$ cat config.mk
export PLATFORM = sky130hd
export DESIGN_NAME = fetch_unit
export DESIGN_NICKNAME = d
export VERILOG_FILES = /design/src/rtl/fetch_unit_pkg.sv /design/src/rtl/dff_16bit.sv /design/src/rtl/fetch_unit.sv
export SDC_FILE = /design/constraint.sdc
export NUM_CORES = 1
export LEC_CHECK = 0
export BUFFER_PORTS_ARGS = -buffer_cell sky130_fd_sc_hd__buf_2
export CORE_MARGIN = 2
export CORE_UTILIZATION = 40
export CTS_BUF_LIST = sky130_fd_sc_hd__clkbuf_16
export CTS_CLUSTER_SIZE = 24
export DETAILED_ROUTE_END_ITERATION = 6
export GPL_TIMING_DRIVEN = 0
export PLACE_DENSITY = 0.72
export SETUP_SLACK_MARGIN = 0.15
export SKIP_LAST_GASP = 1
export SYNTH_ARGS = -nofsm -noshare
export SYNTH_HDL_FRONTEND = slang
export SYNTH_SLANG_ARGS = --single-unit
$ cat constraint.sdc
create_clock -name clk -period 2.26 [get_ports clk]
set_clock_uncertainty 0.15 [all_clocks]
set_input_delay 0.452 -clock clk [delete_from_list [all_inputs] [get_ports clk]]
set_output_delay 0.452 -clock clk [all_outputs]
set_load 0.05 [all_outputs]
$ cat src/rtl/fetch_unit_pkg.sv
// Shared processor definitions used by the fetch stage: opcode and bubble encodings,
// fetch FSM state encoding, and a small opcode decode helper.
package fetch_unit_pkg;

  localparam logic [3:0]  OPC_HALT  = 4'hF;
  localparam logic [15:0] INSTR_NOP = 16'h0000;
  localparam logic [15:0] PC_STEP   = 16'd2;

  typedef enum logic [1:0] {
    StFetch = 2'd0,
    StHold  = 2'd1,
    StHalt  = 2'd2
  } fetch_state_e;

  function automatic logic is_halt(input logic [15:0] instr, input logic [3:0] halt_op);
    return instr[15:12] == halt_op;
  endfunction

endpackage

$ cat src/rtl/dff_16bit.sv
// 16-bit register with synchronous active-high reset to a parameterised value and load enable.
module dff_16bit #(
  parameter logic [15:0] RST_VAL = 16'h0000
) (
  input  logic        clk,
  input  logic        rst,
  input  logic        en,
  input  logic [15:0] d,
  output logic [15:0] q
);

  always_ff @(posedge clk) begin
    if (rst) begin
      q <= RST_VAL;
    end else if (en) begin
      q <= d;
    end
  end

endmodule

$ cat src/rtl/fetch_unit.sv
// Instruction fetch stage: drives the instruction memory, buffers one instruction across a
// stall, handles redirects and stops fetching on a halt instruction.
module fetch_unit
  import fetch_unit_pkg::*;
#(
  parameter logic [15:0] RESET_PC    = 16'h0000,
  parameter logic [3:0]  HALT_OPCODE = OPC_HALT,
  parameter logic [15:0] NOP_INSTR   = INSTR_NOP
) (
  input  logic        clk,
  input  logic        rst,
  input  logic        stall,
  input  logic        redirect,
  input  logic [15:0] redirect_pc,
  output logic        imem_req,
  output logic [15:0] imem_addr,
  input  logic        imem_rdy,
  input  logic [15:0] imem_data,
  output logic [15:0] if_nextpc,
  output logic [15:0] if_instr,
  output logic        ifid_en,
  output logic        ifid_flush,
  output logic [15:0] pc,
  output logic        halted
);

  fetch_state_e state_q, state_d;

  logic [15:0] pc_q, pc_d, pc_plus2;
  logic        pc_en;
  logic [15:0] hold_q, hold_d;
  logic        hold_en;

  always_ff @(posedge clk) begin
    if (rst) begin
      state_q <= StFetch;
    end else begin
      state_q <= state_d;
    end
  end

  dff_16bit #(
    .RST_VAL (RESET_PC)
  ) u_pc_reg (
    .clk (clk),
    .rst (rst),
    .en  (pc_en),
    .d   (pc_d),
    .q   (pc_q)
  );

  dff_16bit #(
    .RST_VAL (NOP_INSTR)
  ) u_hold_reg (
    .clk (clk),
    .rst (rst),
    .en  (hold_en),
    .d   (hold_d),
    .q   (hold_q)
  );

  // 16-bit add wraps naturally, so FFFE steps to 0000.
  assign pc_plus2 = pc_q + PC_STEP;

  always_comb begin
    state_d    = state_q;
    pc_d       = pc_plus2;
    pc_en      = 1'b0;
    hold_d     = imem_data;
    hold_en    = 1'b0;
    imem_req   = 1'b0;
    if_instr   = NOP_INSTR;
    if_nextpc  = pc_plus2;
    ifid_en    = !stall;
    ifid_flush = 1'b0;

    if (rst) begin
      ifid_en    = 1'b1;
      ifid_flush = 1'b1;
    end else if (redirect) begin
      // A request left outstanding in FETCH is simply abandoned; the new address follows.
      imem_req   = (state_q == StFetch);
      ifid_en    = 1'b1;
      ifid_flush = 1'b1;
      pc_d       = {redirect_pc[15:1], 1'b0};
      pc_en      = 1'b1;
      hold_d     = NOP_INSTR;
      hold_en    = 1'b1;
      state_d    = StFetch;
    end else begin
      unique case (state_q)
        StFetch: begin
          imem_req = 1'b1;
          if (imem_rdy) begin
            if (stall) begin
              hold_en = 1'b1;
              state_d = StHold;
            end else begin
              if_instr = imem_data;
              if (is_halt(imem_data, HALT_OPCODE)) begin
                state_d = StHalt;
              end else begin
                pc_en = 1'b1;
              end
            end
          end
        end
        StHold: begin
          if (!stall) begin
            if_instr = hold_q;
            if (is_halt(hold_q, HALT_OPCODE)) begin
              state_d = StHalt;
            end else begin
              pc_en   = 1'b1;
              state_d = StFetch;
            end
          end
        end
        StHalt: begin
          state_d = StHalt;
        end
        default: begin
          state_d = StFetch;
        end
      endcase
    end
  end

  assign imem_addr = pc_q;
  assign pc        = pc_q;
  assign halted    = (state_q == StHalt);

endmodule
==> summary.txt, run 1 <==
Run status
  – Status: complete, but fails checks
  – Failing checks: negative setup slack

Die
  – Die area: 5930 um2
  – Rows: 26
  – Core Box Area: 5140 um2
  – I/O pins: 105
  – Die height: 77.01 um
  – Starting utilization of the core area: 0.4148
  – Chip width: 77.01 um

Layout
  – Layout cells sized above 1: 0.6143
  – Filler Cells Inserted: 380
  – Most common cell after layout, fill and taps aside: buf_2
  – Final Cell Area: 3938 um2
  – Fin nets: 457
  – N_diodes: 0
  – Multi-input gate area: 1682 um2
  – Layout Area Growth over Synthesis: 84.68%
  – Most frequent cells in the layout: buf_2 (70), buf_4 (50), nand2_1 (40)
  – Final Util: 0.7661
  – Area taken by flip-flops and latches: 704.4 um2

Detailed routing
  – Vias post-DR: 2,638
  – Total iterations of the first detailed-routing run: 5
  – Final antenna-violating net count: 0
  – 1st-iter DRT viols: 172
  – Routed len/inst: 14.92 um
  – DR DRC count: 0
  – Drt total wl: 7310 um
  – Vias per Instance: 5.384

GRT
  – Antenna violations before repair: 0
  – Tot GR Track Use: 0.2372
  – First-pass GRT wire length: 11,490 um
  – Largest net degree at the start of global routing: 11
  – Vias in the first global route: 2,410
  – Grt ovf: 0

Setup path
  – FF-to-FF Start: state_q[1]
  – Max incr delay on CP: 0.35 ns
  – Slowest stage cell, crit path: dfxtp_4
  – Reg-to-reg critical path endpoint: u_pc_reg.q[10]
  – CP Launch Type: flip-flop
  – WP data arrival: 1.75 ns
  – CP max FO: 4
  – WS Path Type: reg2out
  – CP cell instances: buf_8, nand4_1, buf_6, buf_4, nor2_4, nand2_4, xnor2_4, buf_6
  – Worst Path Required: 1.66 ns
  – R2R depth: 8
  – R2R setup slack: 0.23 ns
  – Endpoint type of the worst setup path: primary output
  – Most used cell, CP: buf_6

Synth
  – Top_reg_cell synth: dfxtp_1
  – Cell Area, Synth: 2132 um2
  – Synth Register Bits: 33
  – Avg Inst Size Synth: 7.669 um2
  – Area share of the largest cell type after synthesis: 0.3099
  – Synth area leaders: dfxtp_1 (31%), nand2_1 (7.7%), buf_4 (6.7%)
  – Synth Warn #: 0
  – Post-synthesis sequential area ratio: 0.3099
  – Synthesized instance count: 278
  – Ys async rst share: 0
  – Synth cell types: 43
  – Post-synth EDFFs: 0
  – Synth area leader: dfxtp_1

Timing
  – Unrepaired setup endpoints after global routing: yes
  – Hold Vio Cnt, Final: 0
  – Minimum clock period: 2.350 ns
  – Final Max Slew Viols: 0
  – Max frequency: 0.4255 GHz
  – Slew headroom: 0.6112
  – Final Cycle Share: 1.040
  – Worst slew pin tran: 0.5832 ns
  – Final Worst Setup Slack: -0.09019 ns
  – Fin Hold WS: 0.2779 ns
  – Final setup violation count: 4

Power
  – Worst vdd ir: 0.0003504 V
  – Cell Pwr Density: 500.6 nW/um2
  – P_int: 1.244 mW
  – Flop pwr share: 0.330
  – Clk network pwr share: 0.323
  – Switch share: 0.3689
  – Combinational power share: 0.347
  – Leakage: 1.784 nW
  – Switch Pwr: 727.1 uW

CTS
  – Inserted Clock Buffers: 5
  – Clock Sinks: 33
  – Clock Latency Late Sink: 0.27 ns
  – Clock-pin slew on the worst setup and hold paths: 0.06 ns
  – Max clock buf depth: 2
  – CTS H-tree lvls: 2
  – CTS tree: yes
  – Root Driver: clkbuf_16

Placement
  – Area post-placement: 3182 um2
  – Worst slack at placement: -0.4215 ns
  – Post-DP HPWL: 4587 um
  – IO buf count: 98
  – Placer Congestion: 0.7678

Min path
  – Hold path endpoint: u_pc_reg.q[7]
  – Hold Crit Class: in2reg
  – HP Start: redirect_pc[7]
  – Hold path depth: 3

Job
  – Total of max-cap violations: 0
[worst max path at each step]
stage,cells past startpoint,to,slack (ns),startpoint
final,8,if_nextpc[15],-0.09,u_pc_reg.q[7]
after detailed placement,7,ifid_flush,-0.42,redirect
after global placement,7,ifid_flush,-0.44,redirect
after floorplan,4,if_instr[1],-0.15,stall
after CTS,7,if_nextpc[13],-0.03,u_pc_reg.q[7]
after global routing,8,if_nextpc[14],-0.15,u_pc_reg.q[7]
[power by group through the flow]
stage / clock network [mW] / logic [mW] / registers, mW
6_report: 0.638 / 0.683 / 0.650
2_1_floorplan: 0 / 0.401 / 0.726
3_5_place_dp: 0 / 0.591 / 0.668
4_1_cts: 0.643 / 0.667 / 0.649
5_1_grt: 0.670 / 0.715 / 0.655
3_3_place_gp: 0 / 0.587 / 0.666
[cell type report]
type,instances,share of cell area
Tap cell,70,0.02224
Timing Repair Buffer,132,0.2412
Sequential cell,33,0.1789
Inverter,17,0.01621
Clock buffer,5,0.03178
Clock inverter,3,0.002860
Multi-Input combinational cell,193,0.4271
Buffer,37,0.07976
[kinds of logic (layout without fill, tap and decap cells)]
| kind of cell | Yosys count | count (layout) | synth area share |
|---|---|---|---|
| and+or+nand+nor | 105 | 105 | 0.2406 |
| adders and majority gates | 1 | 1 | 0.005868 |
| DFF | 33 | 33 | 0.3099 |
| xor gates and xnor gates | 14 | 14 | 0.05751 |
| AOI/OAI and AO/OA | 70 | 70 | 0.2477 |
| buffers and inverters | 54 | 194 | 0.1367 |
| other | 1 | 3 | 0.001759 |
[critical path, delay by kind of cell, from the launching register on]
family	cells	cell delay, ns
buffers and inverters	4	0.57
AND/OR/NAND/NOR	3	0.40
flip-flops	1	0.35
XOR/XNOR	1	0.13
[cell usage after synthesis, drive strengths merged, types with 6 or more instances]
cell    instances
o21ai           6
nand4           7
clkbuf         14
nand2          44
xnor2           8
a22oi          17
inv            17
nor2           28
buf            23
xor2            6
a21oi          20
dfxtp          33
[state kept, by name (all words and copies together) (netlist names)]
| name | flops |
|---|---|
| u_pc_reg.q | 15 |
| u_hold_reg.q | 16 |
| state_q | 2 |
[per-stage QoR]
step | TNS, ns | power [mW] | cells
2_1_floorplan | -0.7662 | 1.127 | 280
3_3_place_gp | -3.129 | 1.253 | 448
3_5_place_dp | -3.554 | 1.259 | 448
4_1_cts | -0.04988 | 1.959 | 484
5_1_grt | -0.6209 | 2.040 | 490
6_report | -0.2747 | 1.971 | 490
[metal layers]
metal	routed length [um]	GRT usage	share of wire	vias to the layer above
met5	0	0	0	-
met4	74	0.06250	0.010	0
met1	3150	0.3199	0.43	1262
met3	545	0.04118	0.075	6
li1	-	-	-	1235
met2	3539	0.3930	0.48	135
[what timing repair did]
item,CTS,global route
setup buffers,26,6
cloned,2,0
pin swaps,17,15
hold endpoints to repair,0,0
setup endpoints to repair,28,38
gates resized for setup,83,22
hold buffers,0,0
No activity file was read; power rests on OpenSTA's default activity.
==> inputs of run 2 (changes only) <==
==> constraint.sdc (replaced) <==
create_clock -name clk -period 2.5 [get_ports clk]
set_clock_uncertainty 0.15 [all_clocks]
set_input_delay 0.5 -clock clk [delete_from_list [all_inputs] [get_ports clk]]
set_output_delay 0.5 -clock clk [all_outputs]
set_load 0.05 [all_outputs]
==> summary.txt, run 2 (synthesis results as in run 1) <==
Run status
  – Status: finished, final reports clean

CTS
  – Root Driver: clkbuf_16
  – Max clock buf depth: 2
  – Inserted Clock Buffers: 5
  – Clock Latency Late Sink: 0.27 ns
  – CTS H-tree lvls: 2
  – CTS tree: yes
  – Cts hold-fix bufs: 0
  – Clock-pin slew on the worst setup and hold paths: 0.05 ns
  – Clock Sinks: 33

Detailed routing
  – Total iterations of the first detailed-routing run: 4
  – Final antenna-violating net count: 0
  – Drt total wl: 6617 um
  – DR DRC count: 0
  – Routed len/inst: 13.81 um
  – Vias post-DR: 2,506
  – 1st-iter DRT viols: 141
  – Vias per Instance: 5.232

Setup path
  – Cell family with most CP delay: buffers and inverters
  – CP bufs+invs: 3
  – Worst Path Required: 1.85 ns
  – Max incr delay on CP: 0.41 ns
  – Slowest stage cell, crit path: dfxtp_4
  – CP max FO: 7
  – Endpoint type of the worst setup path: primary output
  – WP data arrival: 1.70 ns
  – CP Launch Type: flip-flop
  – WS Path Type: reg2out
  – Most used cell, CP: buf_6
  – CP cell instances: nand4_1, buf_6, nor4_4, buf_4, xor2_4, buf_6

Die
  – Rows: 26
  – I/O pins: 105
  – Starting utilization of the core area: 0.4148
  – Die area: 5930 um2
  – Die height: 77.01 um
  – Chip width: 77.01 um
  – Core Box Area: 5140 um2

Power
  – Worst vdd ir: 0.0002540 V
  – Cell Pwr Density: 469.0 nW/um2
  – Leakage: 1.650 nW

Layout
  – Max reg flops: 16
  – Reg with most FFs: u_hold_reg.q
  – Most common cell after layout, fill and taps aside: buf_2
  – Cell Count, Final, Fillers Out: 479
  – Fin nets: 446
  – N_diodes: 0
  – Filler Cells Inserted: 419
  – Final Util: 0.7157
  – Layout cells sized above 1: 0.5599
  – Layout Area Growth over Synthesis: 72.54%
  – Most frequent cells in the layout: buf_2 (76), buf_4 (46), nand2_1 (40)
  – Top flop regs: u_hold_reg.q x16, u_pc_reg.q x15, state_q x2

Timing
  – Max frequency: 0.4249 GHz
  – Unrepaired setup endpoints after global routing: yes
  – Final Cycle Share: 0.9414
  – Final Max Slew Viols: 0
  – Hold Vio Cnt, Final: 0
  – Worst slew pin tran: 0.5846 ns
  – Minimum clock period: 2.353 ns
  – Slew headroom: 0.6103
  – Final setup violation count: 0

GRT
  – Tot GR Track Use: 0.2243
  – Vias in the first global route: 2,333
  – Global route hottest layer: met2
  – Largest net degree at the start of global routing: 11
  – First-pass GRT wire length: 10,890 um
  – Met1 Resource Use GR: 0.2972
  – Antenna violations before repair: 0
  – Met3 Use GR: 0.04118
  – M2 GR Usage: 0.3754
  – Grt ovf: 0

Placement
  – Placed cells: 448
  – IO buf count: 98
  – Placer Congestion: 0.8089
  – Post-DP HPWL: 4593 um

Job
  – Total of max-cap violations: 0

Min path
  – Hold Crit Class: reg2reg
## run 2: cell count changes in the layout (fill, tap and decap cells not counted), moves of 5 or more
cell / delta
buf_6: -14
nor2_1: +7
nor2_2: -5
a22oi_2: -6
a22oi_1: +6
buf_2: +6
## run 2: per-layer routing
metal  up-vias  routed length [um]
met4         0                  63
met1      1189                2878
met5         -                   0
met3         6                 369
li1       1221                   -
met2        90                3305
## run 2: final timing paths
check	startpoint	slack, ns	end	depth (start not counted)
max reg2reg	u_pc_reg.q[2]	0.59	u_pc_reg.q[9]	7
max	u_pc_reg.q[8]	0.15	if_nextpc[13]	6
min reg2reg	u_hold_reg.q[1]	0.31	u_hold_reg.q[1]	2
min	u_hold_reg.q[1]	0.31	u_hold_reg.q[1]	2
## run 2: power breakdown
group | leakage, nW | switching (mW) | internal [mW]
combinational | 1.30 | 0.383 | 0.198
clock | 0.0738 | 0.196 | 0.357
sequential | 0.277 | 0.0415 | 0.550
## run 2: tightest hold or removal path, cell delays in order, from the launching register on
cell     delay, ns
dfxtp_1       0.30
nand2_1       0.05
a21oi_1       0.05
## run 2: cell type report
type / count / area (um2) / area share
Timing Repair Buffer: 121 / 794.5 / 0.2160
Multi-Input combinational cell: 193 / 1594 / 0.4333
Clock buffer: 5 / 125.1 / 0.03401
Clock inverter: 3 / 11.26 / 0.003061
Sequential cell: 33 / 699.4 / 0.1901
Tap cell: 70 / 87.58 / 0.02381
Inverter: 17 / 63.81 / 0.01735
Buffer: 37 / 302.8 / 0.08231
## run 2: timing repair
action / CTS / global route
setup endpoints to repair: 27 / 24
buffers inserted: 13 / 9
gates resized for setup: 58 / 25
pin swaps: 7 / 5
gates cloned: 1 / 0
## run 2: metrics by stage
stage	worst slack, ns	hold slack [ns]	setup TNS, ns	total power, mW	area [um2]
after floorplan	-0.01659	0.2868	-0.09955	1.009	2514
after global placement	-0.3634	0.2937	-1.358	1.126	3092
after detailed placement	-0.3554	0.3064	-1.434	1.131	3092
after CTS	0.1518	0.3084	0	1.725	3550
after global routing	0.08711	0.3296	0	1.799	3679
final	0.1465	0.3090	0	1.725	3679
==> inputs of run 3 (changes only) <==
--- a/config.mk
+++ b/config.mk
@@ -13,7 +13,7 @@
 export DETAILED_ROUTE_END_ITERATION = 6
 export GPL_TIMING_DRIVEN = 0
 export PLACE_DENSITY = 0.72
-export SETUP_SLACK_MARGIN = 0.15
+export SETUP_SLACK_MARGIN = 0.3
 export SKIP_LAST_GASP = 1
 export SYNTH_ARGS = -nofsm -noshare
 export SYNTH_HDL_FRONTEND = slang
==> summary.txt, run 3 (synthesis results as in run 1) <==
Min path
  – Hold Crit Class: in2reg

Timing
  – Setup TNS: 0 ns
  – Minimum clock period: 2.371 ns
  – Final Cycle Share: 0.9484
  – Worst slew pin tran: 0.5987 ns
  – Final setup violation count: 0
  – Unrepaired setup endpoints after global routing: yes
  – Max frequency: 0.4217 GHz
  – Hold Vio Cnt, Final: 0
  – Slew headroom: 0.6008
  – Final Worst Setup Slack: 0.1289 ns
  – Final Max Slew Viols: 0

Placement
  – Area post-placement: 3181 um2
  – IO buf count: 98
  – Worst slack at placement: -0.2701 ns
  – Placer Congestion: 0.7604
  – Post-DP HPWL: 4905 um

Layout
  – Most common cell after layout, fill and taps aside: buf_2
  – Top flop regs: u_hold_reg.q x16, u_pc_reg.q x15, state_q x2
  – Max reg flops: 16
  – Final Cell Area: 4074 um2
  – Most frequent cells in the layout: buf_2 (70), buf_4 (49), nand2_1 (40)
  – Final Util: 0.7926
  – Fin nets: 460
  – Filler Cells Inserted: 355
  – Layout Area Growth over Synthesis: 91.08%
  – Layout cells sized above 1: 0.6241
  – Reg with most FFs: u_hold_reg.q
  – N_diodes: 0

Die
  – I/O pins: 105
  – Rows: 26
  – Die area: 5930 um2
  – Starting utilization of the core area: 0.4148
  – Chip width: 77.01 um
  – Die height: 77.01 um
  – Core Box Area: 5140 um2

Detailed routing
  – Vias per Instance: 5.325
  – Total iterations of the first detailed-routing run: 4
  – Vias post-DR: 2,625
  – DR DRC count: 0
  – Final antenna-violating net count: 0
  – Drt total wl: 7845 um
  – Routed len/inst: 15.91 um
  – 1st-iter DRT viols: 140

Setup path
  – CP Launch Type: flip-flop
  – CP max FO: 5
  – Endpoint type of the worst setup path: primary output
  – WS Path Type: reg2out
  – Worst Path Required: 1.85 ns
  – WP data arrival: 1.72 ns

CTS
  – Root Driver: clkbuf_16
  – Clock Latency Late Sink: 0.28 ns
  – Cts hold-fix bufs: 0
  – Clock Sinks: 33
  – Clock-pin slew on the worst setup and hold paths: 0.06 ns
  – Max clock buf depth: 2
  – Inserted Clock Buffers: 5
  – CTS tree: yes
  – CTS H-tree lvls: 2

GRT
  – Grt ovf: 0
  – Largest net degree at the start of global routing: 13
  – Vias in the first global route: 2,471
  – Antenna violations before repair: 0
  – Tot GR Track Use: 0.2499
  – First-pass GRT wire length: 11,990 um

Job
  – Total of max-cap violations: 0

Power
  – Power Total: 1.955 mW
  – Leakage: 1.825 nW
  – Worst vdd ir: 0.0002965 V
  – Cell Pwr Density: 479.9 nW/um2

Run status
  – Status: finished, final reports clean
## run 3: final timing paths
| path | end | startpoint | cells after the start | slack (ns) |
|---|---|---|---|---|
| max | if_nextpc[9] | u_pc_reg.q[2] | 6 | 0.13 |
| min | u_pc_reg.q[10] | rst | 2 | 0.31 |
| max reg2reg | u_hold_reg.q[14] | state_q[1] | 8 | 0.36 |
| min reg2reg | u_hold_reg.q[1] | u_hold_reg.q[1] | 2 | 0.32 |
## run 3: area by class of cell
| type | count | area [um2] | area share |
|---|---|---|---|
| multi-input cells | 193 | 1685 | 0.4137 |
| repair buffers | 135 | 1039 | 0.2549 |
| flip-flops and latches | 33 | 708.2 | 0.1738 |
| plain buffers | 37 | 319.1 | 0.07832 |
| clock buffers | 5 | 125.1 | 0.03071 |
| well taps | 70 | 87.58 | 0.02150 |
| inverters | 17 | 63.81 | 0.01566 |
| clock inverters | 3 | 46.29 | 0.01136 |
## run 3: stage by stage
step | std cells | hold slack, ns
after CTS | 480 | 0.3055
after global placement | 448 | 0.2936
after global routing | 493 | 0.3150
final | 493 | 0.3083
after floorplan | 280 | 0.2868
after detailed placement | 448 | 0.3016
## run 3: repair_timing
item | CTS | global route
pin swaps | 12 | 28
gates cloned | 3 | 1
endpoints found under the setup margin | 27 | 28
setup buffers | 21 | 12
resized for setup | 80 | 30
## run 3: report_power, final
group	total [mW]	switching [mW]	internal, mW
sequential	0.585	0.0371	0.548
combinational	0.646	0.409	0.238
clock	0.724	0.252	0.472
total	1.96	0.698	1.26
## run 3: worst max-delay path: stages, from the launching register on
cell and delay [ns]:
dfxtp_4 0.38, ha_4 0.15, nand3_4 0.12, buf_12 0.16, nor3_4 0.26, xor2_4 0.19
buf_6 0.18
## run 3: routing by layer
layer | track usage | routed length, um
met5 | 0 | 0
met4 | 0.06429 | 105
met3 | 0.05059 | 537
met2 | 0.4298 | 4040
met1 | 0.3199 | 3162
